$ cat config.mk
export PLATFORM = sky130hd
export DESIGN_NAME = writeback_unit
export DESIGN_NICKNAME = d
export VERILOG_FILES = /design/src/rtl/writeback_unit.sv
export SDC_FILE = /design/constraint.sdc
export NUM_CORES = 1
export LEC_CHECK = 0
export ABC_AREA = 1
export CELL_PAD_IN_SITES_DETAIL_PLACEMENT = 1
export CELL_PAD_IN_SITES_GLOBAL_PLACEMENT = 2
export CORE_ASPECT_RATIO = 1.4
export CORE_UTILIZATION = 37
export CTS_BUF_LIST = sky130_fd_sc_hd__clkbuf_8 sky130_fd_sc_hd__clkbuf_16
export DETAILED_ROUTE_END_ITERATION = 10
export GPL_ROUTABILITY_DRIVEN = 0
export PLACE_DENSITY_LB_ADDON = 0.1
export SLEW_MARGIN = 20
export SYNTH_ARGS = -nofsm -noshare
export SYNTH_HDL_FRONTEND = slang
export SYNTH_SLANG_ARGS = --single-unit
$ cat constraint.sdc
create_clock -name clk -period 6.9 [get_ports clk]
set_clock_uncertainty 0.2 [all_clocks]
set_input_delay 1.035 -clock clk [delete_from_list [all_inputs] [get_ports clk]]
set_output_delay 1.035 -clock clk [all_outputs]
set_load 0.005 [all_outputs]
$ cat src/rtl/writeback_unit.sv
// Register file write-port driver: merges single-cycle ALU results with buffered
// LSU results and tracks long-latency destinations in a busy scoreboard.
module writeback_unit #(
  parameter int XLEN         = 32,
  parameter int LQ_DEPTH     = 4,
  parameter int STARVE_LIMIT = 4
) (
  input  logic                            clk,
  input  logic                            reset,
  input  logic                            alu_valid,
  output logic                            alu_ready,
  input  logic [4:0]                      alu_rd,
  input  logic [XLEN-1:0]                 alu_wd,
  input  logic                            lsu_valid,
  output logic                            lsu_ready,
  input  logic [4:0]                      lsu_rd,
  input  logic [XLEN-1:0]                 lsu_wd,
  input  logic                            issue_valid,
  input  logic                            issue_long,
  input  logic [4:0]                      issue_rd,
  input  logic [4:0]                      chk_rs1,
  input  logic [4:0]                      chk_rs2,
  output logic                            stall,
  output logic                            reg_we,
  output logic [4:0]                      rd,
  output logic [XLEN-1:0]                 wd,
  output logic [$clog2(LQ_DEPTH+1)-1:0]   pending
);

  localparam int AW = $clog2(LQ_DEPTH);
  localparam int CW = $clog2(LQ_DEPTH + 1);
  localparam int SW = $clog2(STARVE_LIMIT + 1);

  typedef struct packed {
    logic [4:0]      rd;
    logic [XLEN-1:0] wd;
  } entry_t;

  entry_t          mem_q [LQ_DEPTH];
  entry_t          mem_d [LQ_DEPTH];
  logic [AW-1:0]   head_ptr_q, head_ptr_d;
  logic [AW-1:0]   tail_ptr_q, tail_ptr_d;
  logic [CW-1:0]   count_q, count_d;
  logic [SW-1:0]   starve_q, starve_d;
  logic [31:0]     busy_q, busy_d;
  logic            reg_we_q, reg_we_d;
  logic [4:0]      rd_q, rd_d;
  logic [XLEN-1:0] wd_q, wd_d;

  logic   fifo_empty, fifo_full, starved;
  logic   alu_win, pop, push, issue_set;
  entry_t head;

  assign fifo_empty = (count_q == '0);
  assign fifo_full  = (count_q == CW'(LQ_DEPTH));
  assign starved    = (starve_q >= SW'(STARVE_LIMIT));
  assign head       = mem_q[head_ptr_q];

  // An ALU result to x0 never claims the port, so the FIFO may drain that cycle.
  assign alu_win   = alu_valid && (alu_rd != 5'd0) && !starved;
  assign pop       = !alu_win && !fifo_empty;
  assign push      = lsu_valid && !fifo_full;

  assign stall     = busy_q[chk_rs1] | busy_q[chk_rs2] | (issue_valid & busy_q[issue_rd]);
  assign issue_set = issue_valid && issue_long && (issue_rd != 5'd0) && !stall;

  assign alu_ready = !(starved && !fifo_empty);
  assign lsu_ready = !fifo_full;
  assign pending   = count_q;
  assign reg_we    = reg_we_q;
  assign rd        = rd_q;
  assign wd        = wd_q;

  always_comb begin
    mem_d      = mem_q;
    head_ptr_d = head_ptr_q;
    tail_ptr_d = tail_ptr_q;
    count_d    = count_q;
    if (push) begin
      mem_d[tail_ptr_q] = '{rd: lsu_rd, wd: lsu_wd};
      tail_ptr_d        = tail_ptr_q + AW'(1);
    end
    if (pop) begin
      head_ptr_d = head_ptr_q + AW'(1);
    end
    case ({push, pop})
      2'b10:   count_d = count_q + CW'(1);
      2'b01:   count_d = count_q - CW'(1);
      default: count_d = count_q;
    endcase
  end

  always_comb begin
    starve_d = starve_q;
    if (fifo_empty || pop) begin
      starve_d = '0;
    end else if (!starved) begin
      starve_d = starve_q + SW'(1);
    end
  end

  // Set is applied after clear so a same-cycle issue keeps the bit busy.
  always_comb begin
    busy_d = busy_q;
    if (pop) begin
      busy_d[head.rd] = 1'b0;
    end
    if (issue_set) begin
      busy_d[issue_rd] = 1'b1;
    end
    busy_d[0] = 1'b0;
  end

  always_comb begin
    reg_we_d = 1'b0;
    rd_d     = rd_q;
    wd_d     = wd_q;
    if (alu_win) begin
      reg_we_d = 1'b1;
      rd_d     = alu_rd;
      wd_d     = alu_wd;
    end else if (pop && (head.rd != 5'd0)) begin
      reg_we_d = 1'b1;
      rd_d     = head.rd;
      wd_d     = head.wd;
    end
  end

  always_ff @(posedge clk) begin
    if (reset) begin
      head_ptr_q <= '0;
      tail_ptr_q <= '0;
      count_q    <= '0;
      starve_q   <= '0;
      busy_q     <= '0;
      reg_we_q   <= 1'b0;
      rd_q       <= '0;
      wd_q       <= '0;
    end else begin
      head_ptr_q <= head_ptr_d;
      tail_ptr_q <= tail_ptr_d;
      count_q    <= count_d;
      starve_q   <= starve_d;
      busy_q     <= busy_d;
      reg_we_q   <= reg_we_d;
      rd_q       <= rd_d;
      wd_q       <= wd_d;
    end
  end

  // Storage needs no reset; occupancy and pointers decide what is valid.
  always_ff @(posedge clk) begin
    mem_q <= mem_d;
  end

endmodule
# After elaboration in Yosys (flattened, before gate mapping)
# Cells that the tools add are included.
[totals] ff_bits=228 input_bits=95 output_inout_bits=44 elab_cells=94
[op_classes] add_sub_neg=5 order_cmp=10 eq_ne=3 muxes=25 bitwise_logic=8 n_reduce_logical=26
[op_table] cell="bitwise mux 148 bit" n=1
[op_table] cell="two-way mux 32 bit" n=4
[op_table] cell="two-way mux 37 bit" n=3
[op_table] cell="binary-select mux 37 bit (select 2 bit)" n=1
[op_table] cell="demux 37 bit (select 2 bit)" n=1
[op_table] cell="AND 32 bit" n=1
[op_table] cell="inverter 32 bit" n=1
[op_table] cell="bitwise OR 32 bit" n=1
[op_table] cell="< comparator 5 x 6 -> 1 bit (second input constant)" n=4
[op_table] cell="binary-select mux 1 bit (select 5 bit)" n=3
[op_table] cell="nonzero test 5 bit" n=3
[op_table] cell="logical AND 1 bit" n=12
[op_table] cell="demux 1 bit (select 5 bit)" n=2
[op_table] cell="greater-or-equal comparator 5 x 1 -> 1 bit (second input constant)" n=2
[op_table] cell="two-way mux 5 bit" n=2
[op_table] cell="greater-or-equal comparator 3 bit (second input constant)" n=3
[op_table] cell="two-way mux 1 bit" n=7
[op_table] cell="adder 3 x 1 -> 3 bit (second input constant)" n=2
[op_table] cell="logical NOT 1 bit" n=6
[op_table] cell="inverter 2 -> 3 bit" n=2
[op_table] cell="one-hot mux 3 bit (2 select lines)" n=1
[op_table] cell="adder 2 x 1 -> 2 bit (second input constant)" n=2
[op_table] cell="nonzero test 2 bit" n=2
[op_table] cell="equality test 3 bit (second input constant)" n=1
[op_table] cell="9 further kinds" n=10

# Depth between registers and ports, before layout
# Gate-level depths: netlist (run 1).
[depth] depth_word=13 depth_mapped=15

# Worst setup path after synthesis (run 1)
# Ideal clock, no wire load.
[synth_timing] kind="input-to-output" startpoint="input port issue_rd[0]" endpoint="output port stall" arrival_ns=2.180 setup_slack_ns=3.485 path_stages=12 n_path_buf=3 cell_sequence="buf_4 -> buf_6 -> o21ai_0 -> nand2_1 -> nand2_1 -> nand2_1 -> nand2_1 -> nor2_1 -> a21boi_1 -> nor2_4 -> buf_6 -> inv_1"
[synth_between] elab_chain_len=4
[synth_lines] element="start: declaration" line_no="20" source="input logic [4:0] issue_rd,"
[synth_lines] element="binary-select mux 1 bit (select 5 bit)" line_no="64" source="assign stall = busy_q[chk_rs1] | busy_q[chk_rs2] | (issue_valid & busy_q[issue_rd]);"
[synth_lines] element="two-way mux 1 bit (implied by the code)" line_no="64"
[synth_lines] element="AND 1 bit" line_no="64"
[synth_lines] element="bitwise OR 1 bit" line_no="64"
[synth_lines] element="end: declaration" line_no="23" source="output logic stall,"
# Every way passes these cells. The select of a mux whose other input is x is not followed.

# Worst setup path after layout (run 1)
# Ends and elaborated chain as after synthesis.

==> results of run 1 <==
sequential cells by signal, indices dropped and copies added (netlist names):
register / flops
busy_q: 31
starve_q: 3
wd: 32
mem_q: 148
reg_we: 1
rd: 5
tail_ptr_q: 2
head_ptr_q: 2
pending: 3
power groups by stage:
stage               clock, mW  sequential [mW]  combinational (mW)
floorplan                   0             1.72               0.655
global placement            0             1.72                1.07
detailed placement          0             1.73                1.08
CTS                      1.23             1.70                1.09
global route             1.27             1.72                1.18
finish                   1.19             1.70                1.06
routing by layer:
layer  share of wire [%]  global-route usage [%]  up-vias
met5                   0                       0        -
met4                 4.0                    9.19        0
met3                 3.9                    3.32       59
met2                  53                    42.2      183
met1                  39                    26.0     4184
li1                    -                       -     4123
worst min path at each step:
stage	startpoint	endpoint	slack, ns	cells past startpoint
after CTS	busy_q[6]	busy_q[6]	0.27	2
after global routing	busy_q[6]	busy_q[6]	0.30	2
after floorplan	busy_q[6]	busy_q[6]	0.24	2
final	busy_q[6]	busy_q[6]	0.26	2
after global placement	busy_q[6]	busy_q[6]	0.26	2
after detailed placement	busy_q[6]	busy_q[6]	0.26	2
synthesized netlist by cell type (all sizes together), types with 2 or more instances:
library cell / number / area [sq um]
nor2: 124 / 493
ha: 7 / 87.6
o22ai: 32 / 200
o211ai: 2 / 15.0
buf: 32 / 256
o211a: 32 / 320
clkinv: 3 / 16.3
dfxtp: 79 / 1580
nand2: 279 / 1070
edfxtp: 148 / 4440
inv: 83 / 312
nor3: 10 / 50.1
a21oi: 44 / 220
clkbuf: 32 / 120
o21ai: 102 / 510
nand3: 131 / 656
final cells by class:
cell class / instances / share of cell area [%]
sequential: 227 / 47.4
inverter: 86 / 2.58
tap: 370 / 3.64
antenna: 1 / 0.0197
timing repair buffer: 149 / 11.5
clock buffer: 24 / 4.64
multi-input combinational: 768 / 29.2
clock inverter: 16 / 0.945
worst reg2reg max path, stage by stage (launching register included):
cell,delay (ns)
dfxtp_2,0.88
inv_2,0.58
a32oi_2,0.67
nor2_4,0.13
nand2_1,0.12
nand2_2,0.07
nand2_4,0.55
nand3_1,0.28
o211a_1,0.16
per-stage QoR:
stage	setup slack [ns]	hold slack [ns]	utilization, %	power [mW]
after floorplan	3.48	0.243	-	2.37
after global placement	1.85	0.256	43.4	2.79
after detailed placement	1.80	0.259	43.4	2.81
after CTS	1.78	0.269	45.9	4.02
after global routing	1.52	0.297	46.0	4.16
final	1.75	0.264	46.0	3.95
cells by family after synthesis:
kind of cell    after synthesis  share of synthesized area, %
flops                       227                          57.9
fa+ha+maj                     8                          1.03
compound gates              216                          12.6
buf+inv                     150                          6.76
simple gates                544                          21.8
==> results.cfg, run 1 <==
[outcome]
status = finished clean

[finish]
fin_nets = 1358
nFillCells = 3186
multi_input_comb_area_sq_mm = 0.00371
drive_gt1_share_pct = 5.12
syn_to_final_growth_pct = 22.0
final_common_cell = nand2_1
fin_cells = 1641
regArea_sq_mm = 0.00603
stdcell_area_sq_mm = 0.0127
layout_common_cells = 273 x nand2_1, 148 x edfxtp_1, 138 x clkdlybuf4s50_1, 131 x nand3_1, 115 x nor2_1

[route]
wl_microns = 32100
ant_nets = 0
drcViolationCount = 0
viasPerCell = 5.21
vias = 8549
first_iter_violations = 324
wl_per_cell_microns = 19.6
dr.pass1.iters = 6

[logic_synthesis]
netlist_instances = 1145
ys_seq_area_share_pct = 57.9
synth-async-reset-ratio_pct = 0
syn_area_sq_mm = 0.0104
synth_nets = 1248
ys.flop_type = edfxtp_1
ys_types = 31
syn_area_per_cell_sq_um = 9.09
ys_ff_latch = 227
synth_edf_count = 148
yosysWarnings = 0

[run]
cap_viol_max_count = 0

[critical_path]
cpLargestDelayFamily = buffers and inverters
worst-path-stages = 12
r2r_slack_ns = 3.17
cpMostUsedCell = nand2_1
endpoint = stall
start_kind = primary input
r2r-end = wd[7]
path_max_fanout = 28
startpoint = issue_rd[0]
r2r_cells = 8
crit_chain = clkdlybuf4s50_1 > inv_1 > nor2_1 > nand2_1 > nand3_1 > nand2_1 > nand2_1 > nor2_1 > a21boi_1 > nor2_4 > inv_1 > clkdlybuf4s50_1
path_class = in2out
arrival_ns = 3.92
endpoint_kind = output port
critPathMaxStageDelay_ns = 1.02
worst-path-buf-inv = 4
r2r_start = head_ptr_q[1]
slowest_stage = clkdlybuf4s50_1
worstPathRequired_ns = 5.66

[die]
die-area_sq_mm = 0.0288
io_pins = 139
chipHeight_microns = 201
start_util_pct = 37.7
die_w_microns = 144
coreArea_sq_mm = 0.0277
rows = 72

[timing]
hold_viol_final = 0
relSlewSlack_pct = 29.7
fin_crit_ns = 5.15
fmax_mhz = 194
finalCritPeriodShare_pct = 74.7
setup_viol = 0
final_max_slew_viol_count = 0
setup_tns_ns = 0
rsz0062_at_grt = no
worst_slew_pin_slew_ns = 1.05

[pwr]
seqPwrFrac_pct = 43.0
power_leakage_nw = 4.89
combPwrFrac_pct = 26.9
p_per_area_mw_per_mm2 = 311
p_clk_share_pct = 30.1
peakVddDrop_v = 0.000248
p_sw_mw = 1.23
intPower_mw = 2.72
swShare_pct = 31.2

[cts]
clock_path_buffers = 3
cts_tree = done
cts_sinks = 227
holdBufCountCts = 0
path_clk_slew_ns = 0.06
clock_latency_ns = 0.51
h-tree-depth = 1
cts_root_buffer = clkbuf_16
post_cts_resized = 0
cts_setup_buffers = 0
cts_buffers = 23

[place]
placed_cells = 1600
io_buffers = 138
hpwl_microns = 21800
place_area_sq_mm = 0.0120

[global_routing]
grt_overflow_total = 0
grt_usage_pct = 22.9
grt_pass1_vias = 8786
grt_start_max_net_pins = 77
antenna_found_initial = 1
grt_pass1_wl_microns = 50100

[hold_path]
hold_path_class = reg2reg
Note: power is estimated with default switching activity, not from simulation.
==> run 2, diff against run 1 <==
--- a/config.mk
+++ b/config.mk
@@ -9,7 +9,7 @@
 export CELL_PAD_IN_SITES_DETAIL_PLACEMENT = 1
 export CELL_PAD_IN_SITES_GLOBAL_PLACEMENT = 2
 export CORE_ASPECT_RATIO = 1.4
-export CORE_UTILIZATION = 37
+export CORE_UTILIZATION = 34
 export CTS_BUF_LIST = sky130_fd_sc_hd__clkbuf_8 sky130_fd_sc_hd__clkbuf_16
 export DETAILED_ROUTE_END_ITERATION = 10
 export GPL_ROUTABILITY_DRIVEN = 0
==> constraint.sdc (replaced) <==
create_clock -name clk -period 5.13 [get_ports clk]
set_clock_uncertainty 0.2 [all_clocks]
set_input_delay 0.7695 -clock clk [delete_from_list [all_inputs] [get_ports clk]]
set_output_delay 0.7695 -clock clk [all_outputs]
set_load 0.005 [all_outputs]
==> run 2 against run 1 <==
  * Count of clock-buffer cells in the layout grew 3
  * Cell count grew 1.4%
  * Total power grew 37%
  * Register-to-register slack lost 1.2 ns
  * Via count shrank 1.2%
  * Sequential power grew 34%
  * Cell area grew 0.97%
  * Flip-flop and latch count is the same
==> results.cfg, run 2 (same netlist as run 1, synthesis figures left out) <==
[die]
die_w_microns = 150
io_pins = 139
die-area_sq_mm = 0.0313
rows = 75
coreArea_sq_mm = 0.0300
chipHeight_microns = 209
start_util_pct = 34.7

[cts]
clock_latency_ns = 0.52
cts_root_buffer = clkbuf_16
post_cts_resized = 0
clock_path_buffers = 3
cts_tree = done
path_clk_slew_ns = 0.07
cts_setup_buffers = 0
holdBufCountCts = 0
cts_buffers = 23
cts_sinks = 227
h-tree-depth = 1

[pwr]
peakVddDrop_v = 0.000323
power_leakage_nw = 4.93
p_per_area_mw_per_mm2 = 422

[finish]
regMostFlops = mem_q
diodes = 0
layout_common_cells = 273 x nand2_1, 148 x edfxtp_1, 138 x clkdlybuf4s50_1, 131 x nand3_1, 115 x nor2_1
nFillCells = 3511
fin_nets = 1365
syn_to_final_growth_pct = 23.2
largest_register_ff_count = 148
final_common_cell = nand2_1
drive_gt1_share_pct = 6.18

[route]
viasPerCell = 5.08
wl_per_cell_microns = 19.8
drcViolationCount = 0
top_layer = met5
vias = 8447
wl_microns = 33000
met1_length_microns = 13100
met2_length_microns = 18000
route.met3.wl_microns = 1250
dr.pass1.iters = 4
ant_nets = 0
first_iter_violations = 377

[outcome]
status = finished clean

[place]
io_buffers = 138
hpwl_microns = 22300

[critical_path]
path_max_fanout = 11
r2r_cells = 12
endpoint_kind = output port
path_class = in2out
worstPathRequired_ns = 4.16
start_kind = primary input
arrival_ns = 3.23

[timing]
setup_viol = 0
final_max_slew_viol_count = 0
fin_crit_ns = 4.20
rsz0062_at_grt = no
relSlewSlack_pct = 40.7
hold_viol_final = 0
worst_slew_pin_slew_ns = 0.889
hold-worst-slack_ns = 0.277
setup_tns_ns = 0
fmax_mhz = 238
finalCritPeriodShare_pct = 81.8

[global_routing]
grt_overflow_total = 0
grt_start_max_net_pins = 71
antenna_found_initial = 2
grt_pass1_vias = 8754
grt_pass1_wl_microns = 50500
grt_usage_pct = 21.4

[run]
cap_viol_max_count = 0

[hold_path]
hold_path_class = reg2reg
hold_depth = 2
[run 2: changes by cell type in the layout (fill, tap and decap cells not counted), sizes merged]
cell and change:
buf +7, inv -6, clkbuf +3, clkinvlp +3, clkinv +2, diode -1
[run 2: area by class of cell]
cell class | instances | area (sq um) | area share (%)
clock buffers | 27 | 631 | 4.91
clock inverters | 15 | 134 | 1.04
flip-flops and latches | 227 | 6030 | 47.0
multi-input cells | 768 | 3710 | 28.9
repair buffers | 156 | 1520 | 11.8
inverters | 86 | 328 | 2.55
well taps | 385 | 482 | 3.75
[run 2: worst max-delay path: stages]
cell and delay [ns]:
clkdlybuf4s50_1 0.75, clkinv_1 0.36, nor2_1 0.21, nand2_1 0.07, nand3_1 0.09, nand2_1 0.05, nand2_1 0.07, nor2_1 0.04
a21boi_1 0.22, nor2_4 0.06, inv_1 0.05, clkdlybuf4s50_1 0.48
[run 2: path summary, 6_finish.rpt]
| path | startpoint | to | slack (ns) |
|---|---|---|---|
| max | issue_rd[1] | stall | 0.93 |
| min | busy_q[6] | busy_q[6] | 0.28 |
| max reg2reg | head_ptr_q[0] | wd[22] | 1.98 |
| min reg2reg | busy_q[6] | busy_q[6] | 0.28 |
[run 2: layer usage]
layer | global-route usage (%) | up-vias
met3 | 3.17 | 33
met5 | 0 | -
met4 | 5.15 | 4
met2 | 41.8 | 150
li1 | - | 4135
met1 | 23.5 | 4125
[run 2: through the flow]
stage | utilization (%) | power [mW] | cell area [sq um] | setup slack (ns) | instances
after global placement | 40.2 | 3.77 | 12100 | 0.937 | 1622
final | 42.7 | 5.41 | 12800 | 0.934 | 1664
after global routing | 42.7 | 5.70 | 12800 | 0.770 | 1664
after floorplan | - | 3.19 | 10400 | 1.99 | 1145
after CTS | 42.7 | 5.50 | 12800 | 0.930 | 1664
after detailed placement | 40.2 | 3.79 | 12100 | 0.920 | 1622
[run 2: where the power goes]
| group | total, mW | leakage [nW] | switching [mW] | internal [mW] |
|---|---|---|---|---|
| registers | 2.27 | 2.01 | 0.0926 | 2.18 |
| logic | 1.44 | 2.54 | 0.886 | 0.555 |
| clock network | 1.70 | 0.380 | 0.719 | 0.981 |
| total | 5.41 | 4.93 | 1.70 | 3.72 |
==> run 3, diff against run 2 <==
==> constraint.sdc (replaced) <==
create_clock -name clk -period 4.1 [get_ports clk]
set_clock_uncertainty 0.2 [all_clocks]
set_input_delay 0.615 -clock clk [delete_from_list [all_inputs] [get_ports clk]]
set_output_delay 0.615 -clock clk [all_outputs]
set_load 0.005 [all_outputs]
==> run 3 against run 2 <==
  * Clock power up 35%
  * Die area unchanged
  * Total power up 29%
  * Combinational power up 26%
  * Utilization up 0.40 points
  * Global-route usage up 0.093 points
  * Critical path type unchanged
  * Register-to-register slack worse by 0.93 ns
  * Worst hold slack better by 0.0027 ns
  * Critical endpoint unchanged
  * Cell count up 0.54%
  * Largest power group unchanged
  * Non-clock buffer count up 7
  * Cell area up 0.94%
==> results.cfg, run 3 (same netlist as run 1, synthesis figures left out) <==
[die]
rows = 75
die_w_microns = 150
start_util_pct = 34.7
die-area_sq_mm = 0.0313
coreArea_sq_mm = 0.0300
io_pins = 139
chipHeight_microns = 209

[route]
viasPerCell = 5.08
first_iter_violations = 371
ant_nets = 0
dr.pass1.iters = 4
vias = 8494
wl_microns = 32900
wl_per_cell_microns = 19.7
drcViolationCount = 0

[cts]
clock_path_buffers = 3
path_clk_slew_ns = 0.07
h-tree-depth = 1
post_cts_resized = 0
cts_setup_buffers = 0
clock_latency_ns = 0.52
holdBufCountCts = 0
cts_tree = done
cts_buffers = 24
cts_sinks = 227
cts_root_buffer = clkbuf_16

[critical_path]
path_class = in2out
startpoint = issue_rd[0]
r2r_cells = 13
crit_chain = clkdlybuf4s50_1 > buf_4 > nand2_1 > o21ai_0 > nand2_1 > nand2_1 > nand2_1 > nand2_1 > nor2_1 > a21boi_1 > nor2_4 > inv_1 > clkdlybuf4s50_1
endpoint_kind = output port
start_kind = primary input
path_max_fanout = 16
r2r_start = head_ptr_q[0]
r2r_slack_ns = 1.05
critPathMaxStageDelay_ns = 0.58
arrival_ns = 2.71
worstPathRequired_ns = 3.28
slowest_stage = clkdlybuf4s50_1
cpMostUsedCell = nand2_1
r2r-end = wd[2]

[global_routing]
antenna_found_initial = 2
grt_pass1_vias = 8996
grt_overflow_total = 0
grt_usage_pct = 21.5
grt_pass1_wl_microns = 51000
grt_start_max_net_pins = 71

[timing]
setup_tns_ns = 0
fin_crit_ns = 3.53
worst_slew_pin_slew_ns = 0.856
setup_viol = 0
finalCritPeriodShare_pct = 86.1
hold_viol_final = 0
rsz0062_at_grt = no
relSlewSlack_pct = 42.5
final_max_slew_viol_count = 0
fmax_mhz = 283

[finish]
largest_register_ff_count = 148
regMostFlops = mem_q
diodes = 0
drive_gt1_share_pct = 6.68
syn_to_final_growth_pct = 24.4
layout_common_cells = 273 x nand2_1, 148 x edfxtp_1, 138 x clkdlybuf4s50_1, 131 x nand3_1, 115 x nor2_1
fin_nets = 1373
final_common_cell = nand2_1

[place]
hpwl_microns = 22200
io_buffers = 138

[hold_path]
hold_depth = 2
hold_path_class = reg2reg
min-delay-start = busy_q[6]
min_to = busy_q[6]

[pwr]
peakVddDrop_v = 0.000323
power_leakage_nw = 5.01
fin_total_pwr_mw = 6.96
p_per_area_mw_per_mm2 = 538

[run]
cap_viol_max_count = 0

[outcome]
status = finished clean
## run 3: cell types whose count changed in the layout (fill, tap and decap cells not counted)
cell / delta
buf_4: +7
bufinv_16: +2
clkbuf_16: +2
clkbuf_8: -2
clkinv_1: -1
clkinv_2: +2
clkinv_4: -1
clkinvlp_4: -2
inv_1: +3
inv_6: -1
## run 3: area by class of cell
class                           instances  area [sq um]
Clock buffer                           27           653
Sequential cell                       227          6030
Tap cell                              385           482
Clock inverter                         17           179
Multi-Input combinational cell        768          3710
Inverter                               86           328
Timing Repair Buffer                  163          1570
Fill cell                            3455         17100
## run 3: layer usage
layer | vias up | wire (microns) | GRT usage (%)
li1 | 4147 | - | -
met1 | 4139 | 13000 | 23.7
met2 | 151 | 17600 | 40.9
met3 | 53 | 1210 | 3.19
met4 | 4 | 1020 | 7.35
met5 | - | 26 | 0
## run 3: metrics by stage
stage	hold slack (ns)	area [sq um]	cells	setup WS [ns]	utilization, %
global placement	0.268	12100	1629	0.578	40.4
detailed placement	0.273	12100	1629	0.546	40.4
finish	0.280	13000	1673	0.570	43.1
CTS	0.282	13000	1673	0.540	43.1
floorplan	0.243	10400	1145	1.12	-
global route	0.317	13000	1673	0.387	43.1
## run 3: worst max-delay path, delay by kind of cell
| kind | cells | cell delay, ns |
|---|---|---|
| compound gates | 2 | 0.30 |
| simple gates | 7 | 0.42 |
| buf+inv | 4 | 1.38 |
## run 3: power by group
| part | switching (mW) | internal, mW | total [mW] |
|---|---|---|---|
| logic | 1.11 | 0.706 | 1.81 |
| registers | 0.125 | 2.73 | 2.86 |
| clock network | 0.907 | 1.39 | 2.30 |
## run 3: worst max-delay path by stage
| stage | slack, ns | endpoint | cells after the start |
|---|---|---|---|
| after floorplan | 1.12 | mem_q[0] | 2 |
| after global placement | 0.58 | stall | 12 |
| after detailed placement | 0.55 | stall | 12 |
| after CTS | 0.54 | stall | 12 |
| after global routing | 0.39 | stall | 13 |
| final | 0.57 | stall | 13 |
